## src/rtl/serial_bus_bridge_pkg.sv

```systemverilog
// Shared constants for the UART-to-bus bridge: frame opcodes, response bytes
// and FSM state encodings.
package serial_bus_bridge_pkg;

    localparam logic [7:0] OP_WRITE = 8'h01;
    localparam logic [7:0] OP_READ  = 8'h02;
    localparam logic [7:0] ST_ACK   = 8'h06;
    localparam logic [7:0] ST_NAK   = 8'h15;

    localparam logic [2:0] S_CMD     = 3'd0;
    localparam logic [2:0] S_ADR_HI  = 3'd1;
    localparam logic [2:0] S_ADR_LO  = 3'd2;
    localparam logic [2:0] S_DAT_HI  = 3'd3;
    localparam logic [2:0] S_DAT_LO  = 3'd4;
    localparam logic [2:0] S_BUS     = 3'd5;
    localparam logic [2:0] S_TX_LOAD = 3'd6;
    localparam logic [2:0] S_TX_WAIT = 3'd7;

endpackage

```

## src/rtl/bridge_timeout_counter.sv

```systemverilog
// Saturating 32-bit cycle counter; expired is raised in the LIMIT-th enabled
// cycle since the last clear.
module bridge_timeout_counter #(
    parameter int LIMIT = 1023
) (
    input  logic clk,
    input  logic reset,
    input  logic clear,
    input  logic enable,
    output logic expired
);

    localparam logic [31:0] LAST = 32'(LIMIT - 1);

    logic [31:0] count;

    always_ff @(posedge clk) begin
        if (reset || clear) begin
            count <= '0;
        end else if (enable && count != '1) begin
            count <= count + 32'd1;
        end
    end

    assign expired = enable && !clear && (count >= LAST);

endmodule

```

## src/rtl/serial_bus_bridge.sv

```systemverilog
// Decodes fixed-length binary frames from the UART, runs one 16-bit bus
// read/write and streams the status/data response back to the UART.
module serial_bus_bridge
    import serial_bus_bridge_pkg::*;
#(
    parameter int BUS_TIMEOUT  = 1023,
    parameter int BYTE_TIMEOUT = 100000
) (
    input  logic        clk,
    input  logic        reset,
    input  logic [7:0]  rx_data_i,
    input  logic        rx_dstrb_i,
    output logic [7:0]  tx_data_o,
    output logic        tx_dstrb_o,
    input  logic        tx_busy_i,
    output logic        wb_cyc_o,
    output logic        wb_stb_o,
    output logic        wb_we_o,
    output logic [15:0] wb_adr_o,
    output logic [15:0] wb_dat_o,
    input  logic [15:0] wb_dat_i,
    input  logic        wb_ack_i,
    output logic        frame_err_o
);

    logic [2:0]  state;
    logic [7:0]  opcode;
    logic [7:0]  adr_hi_q;
    logic [7:0]  adr_lo_q;
    logic [7:0]  dat_hi_q;
    logic [7:0]  status;
    logic [15:0] rd_data;
    logic [1:0]  byte_idx;
    logic [1:0]  resp_last;
    logic [1:0]  tx_hold;
    logic [7:0]  resp_byte;
    logic        in_frame;
    logic        in_bus;
    logic        gap_expired;
    logic        bus_expired;

    assign in_frame = (state == S_ADR_HI) || (state == S_ADR_LO) ||
                      (state == S_DAT_HI) || (state == S_DAT_LO);
    assign in_bus   = (state == S_BUS);

    bridge_timeout_counter #(.LIMIT(BYTE_TIMEOUT)) u_gap_cnt (
        .clk     (clk),
        .reset   (reset),
        .clear   (rx_dstrb_i || !in_frame),
        .enable  (in_frame),
        .expired (gap_expired)
    );

    bridge_timeout_counter #(.LIMIT(BUS_TIMEOUT)) u_bus_cnt (
        .clk     (clk),
        .reset   (reset),
        .clear   (!in_bus),
        .enable  (in_bus),
        .expired (bus_expired)
    );

    always_comb begin
        resp_byte = status;
        case (byte_idx)
            2'd1:    resp_byte = rd_data[15:8];
            2'd2:    resp_byte = rd_data[7:0];
            default: resp_byte = status;
        endcase
    end

    always_ff @(posedge clk) begin
        if (reset) begin
            state       <= S_CMD;
            tx_data_o   <= '0;
            tx_dstrb_o  <= 1'b0;
            wb_cyc_o    <= 1'b0;
            wb_stb_o    <= 1'b0;
            wb_we_o     <= 1'b0;
            wb_adr_o    <= '0;
            wb_dat_o    <= '0;
            frame_err_o <= 1'b0;
            byte_idx    <= '0;
            resp_last   <= '0;
            tx_hold     <= '0;
        end else begin
            tx_dstrb_o  <= 1'b0;
            frame_err_o <= 1'b0;
            case (state)
                S_CMD: begin
                    if (rx_dstrb_i) begin
                        opcode    <= rx_data_i;
                        byte_idx  <= '0;
                        resp_last <= '0;
                        if (rx_data_i == OP_WRITE || rx_data_i == OP_READ) begin
                            state <= S_ADR_HI;
                        end else begin
                            status      <= ST_NAK;
                            frame_err_o <= 1'b1;
                            state       <= S_TX_LOAD;
                        end
                    end
                end
                S_ADR_HI: begin
                    if (rx_dstrb_i) begin
                        adr_hi_q <= rx_data_i;
                        state    <= S_ADR_LO;
                    end else if (gap_expired) begin
                        frame_err_o <= 1'b1;
                        state       <= S_CMD;
                    end
                end
                S_ADR_LO: begin
                    if (rx_dstrb_i) begin
                        adr_lo_q <= rx_data_i;
                        if (opcode == OP_READ) begin
                            wb_adr_o <= {adr_hi_q, rx_data_i};
                            wb_we_o  <= 1'b0;
                            wb_cyc_o <= 1'b1;
                            wb_stb_o <= 1'b1;
                            state    <= S_BUS;
                        end else begin
                            state <= S_DAT_HI;
                        end
                    end else if (gap_expired) begin
                        frame_err_o <= 1'b1;
                        state       <= S_CMD;
                    end
                end
                S_DAT_HI: begin
                    if (rx_dstrb_i) begin
                        dat_hi_q <= rx_data_i;
                        state    <= S_DAT_LO;
                    end else if (gap_expired) begin
                        frame_err_o <= 1'b1;
                        state       <= S_CMD;
                    end
                end
                S_DAT_LO: begin
                    if (rx_dstrb_i) begin
                        wb_adr_o <= {adr_hi_q, adr_lo_q};
                        wb_dat_o <= {dat_hi_q, rx_data_i};
                        wb_we_o  <= 1'b1;
                        wb_cyc_o <= 1'b1;
                        wb_stb_o <= 1'b1;
                        state    <= S_BUS;
                    end else if (gap_expired) begin
                        frame_err_o <= 1'b1;
                        state       <= S_CMD;
                    end
                end
                // Ack is checked first so an ack in the timeout cycle succeeds
                S_BUS: begin
                    if (wb_ack_i) begin
                        wb_cyc_o <= 1'b0;
                        wb_stb_o <= 1'b0;
                        wb_we_o  <= 1'b0;
                        status   <= ST_ACK;
                        if (opcode == OP_READ) begin
                            rd_data   <= wb_dat_i;
                            resp_last <= 2'd2;
                        end
                        state <= S_TX_LOAD;
                    end else if (bus_expired) begin
                        wb_cyc_o    <= 1'b0;
                        wb_stb_o    <= 1'b0;
                        wb_we_o     <= 1'b0;
                        status      <= ST_NAK;
                        frame_err_o <= 1'b1;
                        state       <= S_TX_LOAD;
                    end
                end
                S_TX_LOAD: begin
                    if (!tx_busy_i) begin
                        tx_data_o  <= resp_byte;
                        tx_dstrb_o <= 1'b1;
                        tx_hold    <= 2'd2;
                        state      <= S_TX_WAIT;
                    end
                end
                // Busy is not trusted in the strobe cycle or the one after it
                S_TX_WAIT: begin
                    if (tx_hold != 2'd0) begin
                        tx_hold <= tx_hold - 2'd1;
                    end else if (!tx_busy_i) begin
                        if (byte_idx == resp_last) begin
                            state <= S_CMD;
                        end else begin
                            byte_idx <= byte_idx + 2'd1;
                            state    <= S_TX_LOAD;
                        end
                    end
                end
                default: state <= S_CMD;
            endcase
        end
    end

endmodule

```

## config.mk

```make
export PLATFORM = sky130hd
export DESIGN_NAME = serial_bus_bridge
export DESIGN_NICKNAME = d
export VERILOG_FILES = /design/src/rtl/serial_bus_bridge_pkg.sv /design/src/rtl/bridge_timeout_counter.sv /design/src/rtl/serial_bus_bridge.sv
export SDC_FILE = /design/constraint.sdc
export NUM_CORES = 1
export LEC_CHECK = 0
export BUFFER_PORTS_ARGS = -buffer_cell sky130_fd_sc_hd__buf_4
export CORE_ASPECT_RATIO = 0.75
export CORE_UTILIZATION = 35
export CTS_CLUSTER_SIZE = 25
export DETAILED_ROUTE_END_ITERATION = 12
export PLACE_DENSITY = 0.5
export SLEW_MARGIN = 40
export SYNTH_ARGS = -nofsm -noshare
export SYNTH_HDL_FRONTEND = slang
export SYNTH_HIERARCHICAL = 1
export SYNTH_SLANG_ARGS = --single-unit
```

## constraint.sdc

```tcl
create_clock -name clk -period 4.5 [get_ports clk]
set_clock_uncertainty 0.15 [all_clocks]
set_input_delay 0.9 -clock clk [delete_from_list [all_inputs] [get_ports clk]]
set_output_delay 0.9 -clock clk [all_outputs]
set_load 0.02 [all_outputs]
```

## Word-level counts from Yosys, hierarchy flattened

Index checks and enable logic that the tools add are counted.

| storage, ports and cells | value |
|---|---|
| logic and storage cells | 147 |
| flip-flop bits (word level) | 173 |
| input port bits | 29 |

| operators by class | value |
|---|---|
| muxes and demuxes | 53 |
| bitwise gates (word level) | 3 |
| reduce and logical (&&, ||, !) cells | 38 |
| eq/ne operators | 28 |
| magnitude comparators | 2 |
| add/sub/neg operators | 4 |

Operator list:

| kind | count |
|---|---|
| $add 32x1->32 const B | 2 |
| $ne 32x32->1 const B | 2 |
| $mux 16 | 3 |
| $mux 3 | 14 |
| $ge 32x10->1 const B | 1 |
| $ge 32x17->1 const B | 1 |
| $mux 8 | 4 |
| $pmux 16 s2 | 1 |
| $pmux 8 s2 | 2 |
| $pmux 3 s8 | 1 |
| $ne 2x2->1 const B | 10 |
| $reduce_and 5->1 | 4 |
| $eq 8x2->1 const B | 2 |
| $mux 2 | 8 |
| $reduce_and 3->1 | 5 |
| $mux 1 | 14 |
| $eq 3x3->1 const B | 4 |
| $pmux 2 s2 | 3 |
| $reduce_and 4->1 | 3 |
| $reduce_bool 2->1 | 5 |
| $pmux 1 s3 | 3 |
| $eq 8x1->1 const B | 1 |
| $logic_or 1x1->1 | 7 |
| $eq 3x2->1 const B | 2 |
| 16 further kinds | 26 |

## Longest topological paths before layout

Gate-level depths: netlist of the first run.

| logic depth | value |
|---|---|
| depth in word-level cells | 12 |
| gate-level depth with buffers | 10 |
| gate-level depth less buffers | 10 |

## Modules after synthesis

The synthesis of the first run kept the hierarchy.

By module, submodules not included:

| module | times used | cells each | area each (um^2) | sequential area each (um^2) |
|---|---|---|---|---|
| serial_bus_bridge | 1 | 374 | 4108.9 | 2542.4 |
| bridge_timeout_counter at u_bus_cnt | 1 | 214 | 1823.0 | 640.6 |
| bridge_timeout_counter at u_gap_cnt | 1 | 213 | 1715.4 | 640.6 |

## Least setup slack after synthesis of the first run

OpenSTA, ideal clock, no wires.

| path | value |
|---|---|
| kind | in2reg |
| start | input reset |
| end | register rd_data[0], enable pin |
| required time | 3962 ps |
| cell stages on the path | 4 |
| arrival | 2219 ps |
| path slack | 1743 ps |
| path through | clkbuf_1 clkbuf_1 buf_1 nor2_1 |

| between the ends | value |
|---|---|
| word-level cells in the longest chain between the ends | 2 |

RTL lines:

| item | RTL line | RTL |
|---|---|---|
| start, declared | serial_bus_bridge.sv:10 | `input logic reset,` |
| $not 1->1 (no source line) | n/a |  |
| $reduce_and 4->1 (no source line) | n/a |  |
| end signal, assigned | serial_bus_bridge.sv:159 | `rd_data <= wb_dat_i;` |
| end, declared | serial_bus_bridge.sv:32 | `logic [15:0] rd_data;` |

Every way passes these cells.
A chain may end at the register's enable or synchronous reset.

## Worst setup path after layout of the first run

| path | value |
|---|---|
| start | register state[2] |
| end | register status[0], enable pin |

| between the ends | value |
|---|---|
| word-level cells in the longest chain between the ends | 4 |

RTL lines:

| item | RTL line | RTL |
|---|---|---|
| start, declared | serial_bus_bridge.sv:26 | `logic [2:0] state;` |
| start signal, assigned | serial_bus_bridge.sv:73 | `state <= S_CMD;` |
| start signal, assigned | serial_bus_bridge.sv:95 | `state <= S_ADR_HI;` |
| start signal, assigned | serial_bus_bridge.sv:99 | `state <= S_TX_LOAD;` |
| $eq 3x3->1 | serial_bus_bridge.sv:44 | `assign in_bus = (state == S_BUS);` |
| via in_bus | serial_bus_bridge.sv:38 | `logic in_bus;` |
| $logic_and 1x1->1 | bridge_timeout_counter.sv:25 | `assign expired = enable && !clear && (count >= LAST);` |
| via bus_expired | serial_bus_bridge.sv:40 | `logic bus_expired;` |
| $ne 3x2->1 (no source line) | n/a |  |
| $reduce_and 5->1 (no source line) | n/a |  |
| end signal, assigned | serial_bus_bridge.sv:97 | `status <= ST_NAK;` |
| end signal, assigned | serial_bus_bridge.sv:157 | `status <= ST_ACK;` |
| end signal, assigned | serial_bus_bridge.sv:167 | `status <= ST_NAK;` |
| end, declared | serial_bus_bridge.sv:31 | `logic [7:0] status;` |

The timed path passes the listed nets, and every way through them passes these cells.

==> out/metrics.yaml, run 1 <==
sta:
  setup_ws_ns: 1.38
  rsz0062_at_grt: "false"
  tightestPinTransition_ns: 0.753
  slew_headroom_pct: 49.5
  final.min_clock_period_ns: 3.12
  final-hold-violation-count: 0
  fmax_mhz: 321
  slew_violations: 0
  finalSetupViolCount: 0
  setup_tns_ns: 0
  fin_crit_sh_pct: 69.3
pwr:
  p_int_mw: 2.79
  swShare_pct: 30.3
  p_clk_share_pct: 37.6
  peakVddDrop_v: 0.000321
  p_seq_share_pct: 43.1
  total_power_mw: 4.00
  combPwrFrac_pct: 19.3
  p_leak_nw: 3.02
  power.switching_mw: 1.22
  power_per_cell_area_nw_per_um2: 444
cts:
  cts.sinks: 166
  cts_hold_buf: 0
  cts_root_buf: "clkbuf_16"
  cts-resized-gates: 0
  htree_levels: 4
  clk_latency_ns: 0.43
  post_cts_buffers: 0
  clock_tree.buffer_depth: 2
  cts_tree: "yes"
  path_clk_slew_ns: 0.06
  cts_inserted_buffers: 17
synth:
  synth.area.mux_share_pct: 0.524
  synthFlopType: "dfxtp_1"
  syn_area_um2: 7650
  syn_avg_cell_area_um2: 9.55
  synth_edf_count: 50
  synth_compound_area_share_pct: 16.7
  synth_top_family_by_area: "simple AND/OR/NAND/NOR gates"
  synthSimpleGateAreaFrac_pct: 24.5
  synth-seq-cells: 166
  yosysWarningCount: 6
  syn_inst: 801
  synth_seq_area_share_pct: 50.0
  ys_types: 79
  synth-xor-area-share_pct: 3.32
  synth_nets: 836
  synthAdderAreaFrac_pct: 0.982
  ys_async_sr_fraction_pct: 0
setup_path:
  rrSetupSlack_ns: 1.38
  path_max_fanout: 17
  r2r-start: "state[2]"
  critical_path_arrival_ns: 3.06
  end_kind: "register"
  reg2reg_depth: 7
  r2r_end: "status[0]"
  crit_required_ns: 4.44
  crit_type: "reg -> reg"
  start_kind: "register"
routing:
  wl_per_cell_um: 16.7
  via_count: 6352
  drt-total-wl_um: 19300
  drc_errors: 0
  first_pass_iters: 5
  drt_iter0_drc: 386
  final_antenna_net_count: 0
  viasPerCell: 5.50
floorplan:
  fp.dieH_um: 130
  io_pins: 74
  start_util_pct: 35.9
  die_area_um2: 22500
  die_width_um: 173
  coreArea_um2: 21300
  rows: 46
global_routing:
  track_usage_pct: 17.7
  grt_pass1_wl_um: 31300
  antenna_found_initial: 0
  grt_max_degree: 61
  grt.overflow.total: 0
  grt_pass1_vias: 5899
placed_design:
  io_buffer_count: 73
  dp_hpwl_um: 13500
  gp_congestion: 0.849
  dp_slack_ns: 1.44
final_layout:
  syn_to_final_growth_pct: 17.9
  fillCellCount: 2116
  diodes: 0
  nNetsFinal: 889
  drive_gt1_share_pct: 16.6
worst_hold_path:
  hold_depth: 2
  min_path_type: "reg -> reg"
  min-delay-start: "wb_dat_o[14]"
  min_to: "wb_dat_o[14]"
status:
  status: "finished, final reports clean"
job:
  maxCapViolCount: 0
[per-layer routing]
layer / vias up / share of wire, % / global-route usage [%]
met1: 3097 / 51 / 25.9
met3: 17 / 5.1 / 4.72
met2: 144 / 43 / 25.7
met5: - / 0 / 0
met4: 0 / 0.78 / 4.37
li1: 3094 / - / -
[power by group through the flow]
stage	sequential [mW]	clock, mW	combinational [mW]
6_report	1.73	1.51	0.773
5_1_grt	1.74	1.60	0.855
4_1_cts	1.72	1.54	0.773
3_5_place_dp	1.76	0	0.771
3_3_place_gp	1.75	0	0.756
2_1_floorplan	1.76	0	0.516
[critical path, stage by stage (launching register included)]
cell	delay, ns
dfxtp_1	0.64
nor2b_1	0.35
nand2_1	0.19
inv_2	0.21
inv_1	0.14
a311oi_1	0.57
o21ai_1	0.11
a211oi_1	0.41
[cells in the mapped netlist (all sizes together) (7+ instances only)]
cell,number,area share [%]
nand2,93,4.6
inv,21,1.0
nor4,16,2.1
edfxtp,50,20
buf,25,2.0
clkbuf,20,0.98
nand3,33,2.2
and3,13,1.2
a22oi,7,0.69
a21oi,80,5.3
a311oi,11,1.4
nor3,14,0.92
nor2,61,3.3
or3,26,2.2
xnor2,25,2.9
nand4,29,2.7
and4,12,1.4
a211oi,18,1.8
o31ai,7,0.75
or4,9,0.93
o21ai,34,2.2
dfxtp,116,30
[worst max path at each step]
| stage | startpoint | end | depth (start not counted) |
|---|---|---|---|
| finish | state[2] | status[0] | 7 |
| global route | state[2] | state[1] | 9 |
| CTS | state[2] | status[0] | 7 |
| detailed placement | state[2] | status[1] | 7 |
| global placement | state[2] | u_bus_cnt/count[30] | 8 |
| floorplan | reset | rd_data[0] | 4 |
[stage by stage]
stage | hold slack [ns] | cells | area, um2 | util, %
after floorplan | 0.295 | 801 | 7650 | -
after global placement | 0.298 | 1122 | 8370 | 39.3
after CTS | 0.307 | 1154 | 9000 | 42.3
after global routing | 0.328 | 1155 | 9020 | 42.4
final | 0.305 | 1155 | 9020 | 42.4
after detailed placement | 0.298 | 1122 | 8380 | 39.4
[logic make-up after synthesis]
family	Yosys count
AOI/OAI and AO/OA	196
and+or+nand+nor	334
adders and majority gates	6
DFF	166
xor gates and xnor gates	29
buffers and inverters	66
muxes	4
[area by class of cell]
class	count	area, um2	share of cell area (%)
Inverter	21	78.8	0.874
Multi-Input combinational cell	569	3550	39.3
Sequential cell	166	3820	42.4
Clock inverter	7	77.6	0.860
Clock buffer	25	541	5.99
Tap cell	288	360	4.00
Timing Repair Buffer	79	593	6.58
[cell usage in the layout, fill, tap and decap left out, drive strengths merged, types with 5 or more instances in the layout]
master  netlist  routed
and4         12      12
inv          21      23
a22oi         7       7
o21ai        34      34
ha            6       6
nor2b         6       6
and3         13      13
nand4        29      29
o31ai         7       7
buf          25      79
xnor2        25      25
clkbuf       20      25
o211ai        5       5
a211oi       18      18
nand2        93      93
or2           5       5
nor4         16      16
a311oi       11      11
nor3         14      14
or3          26      26
a21oi        80      80
dfxtp       116     116
edfxtp       50      50
nand3        33      33
or4           9       9
nor2         61      61
[sequential cells by signal, indices dropped and copies added (netlist names)]
register         count
u_bus_cnt/count     32
u_gap_cnt/count     32
rd_data             16
wb_adr_o            16
wb_dat_o            16
adr_hi_q             8
adr_lo_q             8
dat_hi_q             8
opcode               8
tx_data_o            8
state                3
byte_idx             2
status               2
tx_hold              2
frame_err_o          1
resp_last            1
tx_dstrb_o           1
wb_stb_o             1
wb_we_o              1
Power figures use the tool's default switching activity.
==> inputs of run 2 (changes only) <==
clock period = 3.2 ns   (was 4.5 ns; I/O delays follow)
==> run 2 against run 1 <==
Flip-flop and latch count stayed put. Routed wire length up 0.57%. Fmax is 5.9% higher. Sequential power rose by 38%. Setup slack got worse by 1.1 ns. Critical path type unchanged. Largest cell class unchanged.
==> out/metrics.yaml, run 2 (synthesis results as in run 1) <==
routing:
  final_antenna_net_count: 0  # unchanged
  drt_iter0_drc: 310  # was 386
  drt-total-wl_um: 19400  # was 19300 um
  first_pass_iters: 5  # unchanged
  via_count: 6324  # was 6352
  viasPerCell: 5.42  # was 5.50
  drc_errors: 0  # unchanged
  wl_per_cell_um: 16.7  # about the same
sta:
  tightestPinTransition_ns: 0.706  # was 0.753 ns
  setup_tns_ns: 0  # unchanged
  slew_headroom_pct: 52.6  # was 49.5%
  finalSetupViolCount: 0  # unchanged
  final.min_clock_period_ns: 2.94  # was 3.12 ns
  rsz0062_at_grt: "false"  # unchanged
  slew_violations: 0  # unchanged
  fmax_mhz: 340  # was 321 MHz
  fin_crit_sh_pct: 92.0  # was 69.3%
  final-hold-violation-count: 0  # unchanged
setup_path:
  reg2reg_depth: 8  # was 7
  critPathLaunch: "state[1]"  # was state[2]
  path_max_fanout: 19  # was 17
  start_kind: "register"  # unchanged
  path_delay_family: "simple AND/OR/NAND/NOR gates"  # was compound AO/OA/AOI/OAI gates
  end_kind: "register"  # unchanged
  cp_slowest_stage_delay_ns: 0.49  # was 0.64 ns
  r2r-start: "state[1]"  # was state[2]
  worst-path-stages: 8  # was 7
  crit_buf_inv: 1  # was 2
  critical_path_arrival_ns: 3.15  # was 3.06 ns
  crit_required_ns: 3.41  # was 4.44 ns
  rrSetupSlack_ns: 0.26  # was 1.38 ns
  crit_end: "u_bus_cnt/count[30]"  # was status[0]
  r2r_end: "u_bus_cnt/count[30]"  # was status[0]
  path_cells: "nor2b_1 > nand2_1 > inv_2 > and4_1 > nand3_1 > a311o_1 > or4_1 > a21oi_1"  # was nor2b_1 > nand2_1 > inv_2 > inv_1 > a311oi_1 > o21ai_1 > a211oi_1
  cpMaxStageDelayCell: "dfxtp_1"  # unchanged
  crit_type: "reg -> reg"  # unchanged
floorplan:
  die_width_um: 173  # unchanged
  fp.dieH_um: 130  # unchanged
  rows: 46  # unchanged
  coreArea_um2: 21300  # unchanged
  start_util_pct: 35.9  # unchanged
  io_pins: 74  # unchanged
  die_area_um2: 22500  # unchanged
cts:
  cts.sinks: 166  # unchanged
  clk_latency_ns: 0.43  # about the same
  clock_tree.buffer_depth: 2  # unchanged
  cts_tree: "yes"  # unchanged
  path_clk_slew_ns: 0.07  # was 0.06 ns
  cts_root_buf: "clkbuf_16"  # unchanged
  cts_inserted_buffers: 17  # unchanged
  htree_levels: 4  # unchanged
final_layout:
  layout_commonest_cell: "dfxtp_1"  # unchanged
  fillCellCount: 2065  # was 2116
  multi_input_comb_area_um2: 3540  # was 3550 um2
  reg_top3: "u_bus_cnt/count (32), u_gap_cnt/count (32)"  # unchanged
  most-common-layout-cells: "dfxtp_1, nand2_1, buf_4"  # unchanged
  nNetsFinal: 900  # was 889
  diodes: 0  # unchanged
  syn_to_final_growth_pct: 18.5  # was 17.9%
  seq_area_um2: 3820  # unchanged
  drive_gt1_share_pct: 17.8  # was 16.6%
global_routing:
  grt.overflow.total: 0  # unchanged
  grt_pass1_wl_um: 31600  # was 31300 um
  track_usage_pct: 17.9  # was 17.7%
  grt_pass1_vias: 6006  # was 5899
  grt_max_degree: 36  # was 61
  antenna_found_initial: 0  # unchanged
pwr:
  peakVddDrop_v: 0.000422  # was 0.000321 V
  power_per_cell_area_nw_per_um2: 615  # was 444 nW/um2
  total_power_mw: 5.58  # was 4.00 mW
  p_leak_nw: 3.07  # was 3.02 nW
placed_design:
  dp_hpwl_um: 13800  # was 13500 um
  io_buffer_count: 73  # unchanged
  gp_congestion: 0.831  # was 0.849
status:
  status: "finished, final reports clean"  # unchanged
worst_hold_path:
  min_path_type: "in -> reg"  # was reg -> reg
job:
  maxCapViolCount: 0  # unchanged
## run 2: how the worst min path moves through the flow
stage,from,endpoint,slack [ns],cells after the start
after floorplan,u_gap_cnt/count[6],u_gap_cnt/count[6],0.29,2
after CTS,wb_dat_i[10],rd_data[10],0.21,1
after global routing,wb_dat_i[4],rd_data[4],0.21,1
after detailed placement,wb_dat_o[10],wb_dat_o[10],0.30,2
after global placement,wb_dat_o[6],wb_dat_o[6],0.30,2
final,wb_dat_i[10],rd_data[10],0.23,1
## run 2: power by group
group | internal [mW] | switching (mW) | leakage, nW
Sequential | 2.29 | 0.0979 | 1.39
Combinational | 0.388 | 0.761 | 1.39
Clock | 1.19 | 0.848 | 0.289
## run 2: layer usage
metal | vias up | GRT usage (%) | wire [um]
met5 | - | 0 | 0
met4 | 0 | 5.31 | 137
met3 | 10 | 4.22 | 853
met2 | 125 | 26.9 | 8490
met1 | 3076 | 25.5 | 9960
li1 | 3113 | - | -
## run 2: area by class of cell
type / count / area share [%]
clock buffer: 20 / 5.04
timing repair buffer: 90 / 7.46
sequential: 166 / 42.2
inverter: 21 / 0.870
tap: 288 / 3.98
clock inverter: 12 / 1.39
multi-input combinational: 569 / 39.1
## run 2: timing repair
| action | in CTS | in global routing |
|---|---|---|
| buffers inserted | 0 | 0 |
| resized for setup | 0 | 1 |
| hold buffers | 0 | 0 |
| endpoints found under the setup margin | 0 | 4 |
## run 2: worst register-to-register path: stages, from the launching register on
cell and delay [ns]:
dfxtp_1 0.49, nor2b_1 0.34, nand2_1 0.21, inv_2 0.20, and4_1 0.23, nand3_1 0.21
a311o_1 0.47, or4_1 0.42, a21oi_1 0.16
## run 2: stage by stage
step	utilization [%]	std cells	area [um2]	hold slack, ns	setup slack [ns]
finish	42.5	1166	9060	0.235	0.257
global route	42.5	1166	9060	0.209	0.0239
global placement	39.7	1134	8460	0.295	0.333
floorplan	-	801	7650	0.295	0.703
CTS	42.5	1166	9050	0.209	0.256
detailed placement	39.8	1134	8470	0.299	0.269
